[src/rtl/decode_redirect_if.sv]
// Fetch/decode handshake bundle between the fetch stage and the ID redirect unit.
// The master side drives fetch inputs; the slave side is the decode_redirect block.
interface decode_redirect_if;
    logic [63:0] cur_pc;
    logic [31:0] instruction;
    logic        stall_in;
    logic [63:0] rt_value;
    logic [63:0] branch_target;
    logic        pc_src;
    logic [63:0] id_pc;
    logic [31:0] id_instr;
    logic        id_valid;
    logic [15:0] flush_count;

    modport master (
        output cur_pc, instruction, stall_in, rt_value,
        input  branch_target, pc_src, id_pc, id_instr, id_valid, flush_count
    );

    modport slave (
        input  cur_pc, instruction, stall_in, rt_value,
        output branch_target, pc_src, id_pc, id_instr, id_valid, flush_count
    );
endinterface

[src/rtl/decode_redirect.sv]
// ID-stage register with B/CBZ/CBNZ resolution, stall handling and single-cycle
// fetch redirects; every redirect is followed by exactly one bubble cycle.
module decode_redirect #(
    parameter logic [31:0] NOP = 32'hD503201F
) (
    input logic          clk,
    input logic          reset,
    decode_redirect_if.slave bus
);

    typedef enum logic [1:0] {RUN, STALL, FLUSH} state_t;

    state_t      state, state_nxt;
    logic [63:0] id_pc_p0;
    logic [31:0] id_instr_p0;
    logic        id_valid_p0;
    logic [15:0] flush_count_p0;

    logic        is_b, is_cbz, is_cbnz, taken;
    logic signed [63:0] offset;
    logic [63:0] taken_tgt;
    logic        capture, bubble;

    function automatic logic signed [63:0] b_offset(input logic [31:0] instr);
        return {{36{instr[25]}}, instr[25:0], 2'b00};
    endfunction

    function automatic logic signed [63:0] cb_offset(input logic [31:0] instr);
        return {{43{instr[23]}}, instr[23:5], 2'b00};
    endfunction

    function automatic logic [15:0] sat_inc(input logic [15:0] cnt);
        return (cnt == 16'hFFFF) ? cnt : cnt + 16'd1;
    endfunction

    always_comb begin
        is_b      = (id_instr_p0[31:26] == 6'b000101);
        is_cbz    = (id_instr_p0[31:24] == 8'hB4);
        is_cbnz   = (id_instr_p0[31:24] == 8'hB5);
        offset    = is_b ? b_offset(id_instr_p0) : cb_offset(id_instr_p0);
        taken_tgt = id_pc_p0 + 64'(offset);
        taken     = id_valid_p0 && (is_b ||
                                    (is_cbz  && (bus.rt_value == 64'd0)) ||
                                    (is_cbnz && (bus.rt_value != 64'd0)));
    end

    // Next-state and redirect decision; pc_src never repeats because redirects always go to FLUSH.
    always_comb begin
        state_nxt         = state;
        bus.pc_src        = 1'b0;
        bus.branch_target = 64'd0;
        capture           = 1'b0;
        bubble            = 1'b0;
        case (state)
            RUN: begin
                if (!id_valid_p0) begin
                    capture = 1'b1;
                end else if (bus.stall_in) begin
                    state_nxt = STALL;
                end else if (taken) begin
                    bus.pc_src        = 1'b1;
                    bus.branch_target = taken_tgt;
                    bubble            = 1'b1;
                    state_nxt         = FLUSH;
                end else begin
                    capture = 1'b1;
                end
            end
            STALL: begin
                // Fetch kept running while stalled, so always redirect: either to the target or a replay of id_pc+4.
                if (!bus.stall_in) begin
                    bus.pc_src        = 1'b1;
                    bus.branch_target = taken ? taken_tgt : id_pc_p0 + 64'd4;
                    bubble            = 1'b1;
                    state_nxt         = FLUSH;
                end
            end
            FLUSH: begin
                capture   = 1'b1;
                state_nxt = RUN;
            end
            default: state_nxt = RUN;
        endcase
    end

    // ---- ID register stage ----
    always_ff @(posedge clk) begin
        if (reset) begin
            state          <= RUN;
            id_valid_p0    <= 1'b0;
            id_pc_p0       <= 64'd0;
            id_instr_p0    <= NOP;
            flush_count_p0 <= 16'd0;
        end else begin
            state <= state_nxt;
            if (capture) begin
                id_pc_p0    <= bus.cur_pc;
                id_instr_p0 <= bus.instruction;
                id_valid_p0 <= 1'b1;
            end else if (bubble) begin
                id_valid_p0 <= 1'b0;
            end
            if (bubble) begin
                flush_count_p0 <= sat_inc(flush_count_p0);
            end
        end
    end

    assign bus.id_pc       = id_pc_p0;
    assign bus.id_instr    = id_valid_p0 ? id_instr_p0 : NOP;
    assign bus.id_valid    = id_valid_p0;
    assign bus.flush_count = flush_count_p0;

endmodule
[src/flat_wrapper.sv]
// flat-port wrapper written by rule: the top's interface ports become plain ports
module decode_redirect_flat 
#(
    parameter logic [31:0] NOP = 32'hD503201F
)
  (clk, reset, bus_cur_pc, bus_instruction, bus_stall_in, bus_rt_value, bus_branch_target, bus_pc_src, bus_id_pc, bus_id_instr, bus_id_valid, bus_flush_count);
  decode_redirect_if bus_i ();
  input logic clk;
  input logic reset;
  input wire logic [$bits(bus_i.cur_pc)-1:0] bus_cur_pc;
  input wire logic [$bits(bus_i.instruction)-1:0] bus_instruction;
  input wire logic [$bits(bus_i.stall_in)-1:0] bus_stall_in;
  input wire logic [$bits(bus_i.rt_value)-1:0] bus_rt_value;
  output wire logic [$bits(bus_i.branch_target)-1:0] bus_branch_target;
  output wire logic [$bits(bus_i.pc_src)-1:0] bus_pc_src;
  output wire logic [$bits(bus_i.id_pc)-1:0] bus_id_pc;
  output wire logic [$bits(bus_i.id_instr)-1:0] bus_id_instr;
  output wire logic [$bits(bus_i.id_valid)-1:0] bus_id_valid;
  output wire logic [$bits(bus_i.flush_count)-1:0] bus_flush_count;
  assign bus_i.cur_pc = bus_cur_pc;
  assign bus_i.instruction = bus_instruction;
  assign bus_i.stall_in = bus_stall_in;
  assign bus_i.rt_value = bus_rt_value;
  assign bus_branch_target = bus_i.branch_target;
  assign bus_pc_src = bus_i.pc_src;
  assign bus_id_pc = bus_i.id_pc;
  assign bus_id_instr = bus_i.id_instr;
  assign bus_id_valid = bus_i.id_valid;
  assign bus_flush_count = bus_i.flush_count;
  decode_redirect #(.NOP(NOP)) u_core (.clk(clk), .reset(reset), .bus(bus_i));
endmodule
[config.mk]
export PLATFORM = sky130hd
export DESIGN_NAME = decode_redirect_flat
export DESIGN_NICKNAME = d
export VERILOG_FILES = /design/src/rtl/decode_redirect_if.sv /design/src/rtl/decode_redirect.sv /design/src/flat_wrapper.sv
export SDC_FILE = /design/constraint.sdc
export NUM_CORES = 1
export LEC_CHECK = 0
export ABC_CLOCK_PERIOD_IN_PS = 6200
export CORE_MARGIN = 2
export CORE_UTILIZATION = 43
export DETAILED_ROUTE_END_ITERATION = 12
export GPL_TIMING_DRIVEN = 0
export HOLD_SLACK_MARGIN = 0.05
export PLACE_DENSITY = 0.81
export SETUP_SLACK_MARGIN = 0.15
export SYNTH_ARGS = -nofsm -noshare
export SYNTH_HDL_FRONTEND = slang
export SYNTH_SLANG_ARGS = --single-unit
[constraint.sdc]
create_clock -name clk -period 6.2 [get_ports clk]
set_input_delay 1.24 -clock clk [delete_from_list [all_inputs] [get_ports clk]]
set_output_delay 1.24 -clock clk [all_outputs]
set_load 0.05 [all_outputs]
==> impl_metrics.toml <==
[outcome]
status = "completed"

[sta]
worst_pin_slew_ns = 1.19
period_share_pct = 98.7
finClkSkew_ns = 0.0154
setup_viol = 0
post-route-min-period_ns = 6.12
hold_viol = 0
fin_hold_ws_ns = 0.472
timing.fmax_mhz = 163
rsz0062_at_grt = "yes"
drv_slew = 0
max_slew_margin_pct = 20.3

[global_route]
grt_max_degree = 17
grt_pass1_wl_microns = 67600
grt_pass1_vias = 12352
antenna_found_initial = 0
grt_overflow = 0
grt_usage_pct = 35.1

[routing]
wire_per_inst_microns = 20.8
drc = 0
antenna_left = 0
first_iter_violations = 1291
routed-via-count = 13073
wl_microns = 46600
vias_per_cell = 5.83
first_pass_iters = 9

[setup_path]
start_kind = "flop"
r2r-start = "u_core.id_instr_p0[31]$_SDFFE_PP1P_"
end_kind = "primary output"
cp-startpoint = "u_core.id_instr_p0[31]$_SDFFE_PP1P_"
cp.required_ns = 4.96
critPathArrivalTime_ns = 4.88
worstSetupPathType = "flop to primary output"
crit_fanout = 7

[yosys]
ys_ff_latch = 115
yosysMostFrequentCell = "nand2_1"
synth_edf_count = 0
postSynthAreaPerCell_sq_um = 6.89
ys_warn_count = 0
synth_top_area_share_pct = 22.4
async_flop_share_pct = 0
ys_top_cells_by_area = "dfxtp_1, nand2_1, ha_1"
synth_area_sq_um = 10300
synth_ff_type = "dfxtp_1"
yosys-top-cells-count = "nand2_1, a21oi_1, dfxtp_1"
synthCells = 1488
synth_top_cell_by_area = "dfxtp_1"
synth_fp_nets = 1727
synth_seq_area_share_pct = 22.4
yosysUniqueCellTypes = 60

[hold_path]
holdCritPathClass = "flop to flop"
hold_path_startpoint = "u_core.id_instr_p0[27]$_SDFFE_PP0P_"

[placed_design]
io_buffers = 339
dpl_cell_area_sq_um = 14200
dp_hpwl_microns = 34500
gp_congestion = 0.965

[final_layout]
stdcell_area_sq_um = 16100
drive_gt1_share_pct = 16.6
final_core_util_pct = 68.5
n_antenna_cell = 0
regArea_sq_um = 2310
area_delta_synth_final_pct = 56.7
nFillCells = 2023
multi_input_area_sq_um = 8320
nets = 2149

[clock_network]
clockBufferDepth = 2
path_clk_slew_ns = 0.06
clk_latency_ns = 0.43
clockRootBuffer = "clkbuf_16"
cts_tree = "built"
h-tree-depth = 4
cts.sinks = 115
numCtsBuffers = 17
hold_buffers = 0

[floorplanning]
start_util_pct = 43.7
die_h_microns = 158
chipWidth_microns = 158
num_rows = 56
io_pins = 341
coreArea_sq_um = 23500
dieArea_sq_um = 25100

[power]
combPwrFrac_pct = 39.5
p_sw_share_pct = 39.8
leakage_uw = 0.00642
power.internal_uw = 1900
p_switching_uw = 1260
peakVddDrop_v = 0.000141
power_frac_seq_pct = 28.4
power_density_nw_per_um2 = 196
clkPwrFrac_pct = 32.1

[run]
cap_violations = 0
placed cells by master, fill, tap and decap left out, drive strengths merged, types with 8 or more instances in the layout:
| cell | n |
|---|---|
| nand2 | 366 |
| clkdlybuf4s50 | 276 |
| a21oi | 176 |
| buf | 117 |
| dfxtp | 115 |
| clkbuf | 85 |
| nor2 | 81 |
| ha | 75 |
| xnor2 | 68 |
| xor2 | 60 |
| o22ai | 46 |
| o21ai | 43 |
| nand3 | 39 |
| nand4 | 38 |
| and2 | 32 |
| a21o | 30 |
| inv | 26 |
| and3 | 22 |
| clkdlybuf4s15 | 20 |
| nor4 | 20 |
| nor3 | 19 |
| o21bai | 17 |
| nand2b | 16 |
| a31oi | 15 |
| nand3b | 14 |
| a211oi | 8 |
final timing paths:
check	endpoint	slack, ns	depth (start not counted)
max reg2reg	u_core.bus.id_pc[13]$_SDFFE_PP0P_	3.10	13
min	u_core.id_instr_p0[27]$_SDFFE_PP0P_	0.47	2
min reg2reg	u_core.id_instr_p0[27]$_SDFFE_PP0P_	0.47	2
max	bus_branch_target[52]	0.08	21
layout make-up:
type                            instances  share of cell area, %
Buffer                                 89                   2.95
Clock buffer                           18                   2.67
Clock inverter                         14                  0.957
Inverter                               24                  0.584
Multi-Input combinational cell       1260                   51.7
Sequential cell                       115                   14.3
Tap cell                              319                   2.48
Timing Repair Buffer                  400                   24.1
Timing Repair inverter                  3                  0.140
per-layer routing:
| layer | track usage [%] | share of wire (%) | vias up | wire [microns] |
|---|---|---|---|---|
| met3 | 6.48 | 8.5 | 154 | 3970 |
| met1 | 42.0 | 39 | 6120 | 18000 |
| met5 | 0 | 0 | - | 0 |
| li1 | - | - | 6074 | - |
| met2 | 61.4 | 49 | 725 | 22700 |
| met4 | 15.1 | 4.2 | 0 | 1960 |
what timing repair did:
action / in CTS / in global routing
setup buffers: 24 / 36
endpoints found under the setup margin: 65 / 55
resized for setup: 323 / 159
pin swaps: 26 / 40
gates cloned: 3 / 1
logic make-up (layout without fill, tap and decap cells):
logic type	Yosys count	in the layout	share of synthesized area (%)
and+or+nand+nor	675	675	30.4
xor gates and xnor gates	128	128	10.9
muxes	4	4	0.390
adders and majority gates	76	76	9.34
AOI/OAI and AO/OA	377	377	22.1
DFF	115	115	22.4
buffers and inverters	113	548	4.37
through the flow:
| stage | TNS, ns | total power, uW | setup slack (ns) | instances |
|---|---|---|---|---|
| floorplan | -0.0404 | 1570 | -0.0329 | 1488 |
| global placement | -89.84 | 1960 | -1.90 | 2146 |
| detailed placement | -91.49 | 1970 | -2.06 | 2146 |
| CTS | 0 | 3020 | 0.0908 | 2205 |
| global route | -0.0631 | 3270 | -0.0398 | 2242 |
| finish | 0 | 3160 | 0.0826 | 2242 |
critical path: stages (launching register included):
cell and delay, ns:
dfxtp_2 0.35, or2_4 0.26, or2_4 0.27, buf_8 0.13, and2_4 0.15, buf_8 0.12
a21oi_4 0.18, buf_4 0.15, buf_8 0.13, clkinvlp_4 0.10, buf_12 0.15, ha_4 0.30
nand2_2 0.08, or3_4 0.42, nor4_4 0.32, nand2_1 0.14, o31ai_4 0.33, a221oi_4 0.14
buf_6 0.15, xor2_4 0.15, a31oi_4 0.22, buf_6 0.19
state kept, by name (all words and copies together) (netlist names):
register                cells
u_core.bus.flush_count     16
u_core.bus.id_pc           64
u_core.bus.id_valid         1
u_core.id_instr_p0         32
u_core.state                2
power by group through the flow:
stage | registers (uW) | clock network [uW] | logic (uW)
global route | 901 | 1040 | 1330
floorplan | 988 | 0 | 580
finish | 895 | 1010 | 1250
global placement | 898 | 0 | 1060
CTS | 886 | 1010 | 1120
detailed placement | 900 | 0 | 1070
Power figures use the tool's default switching activity.
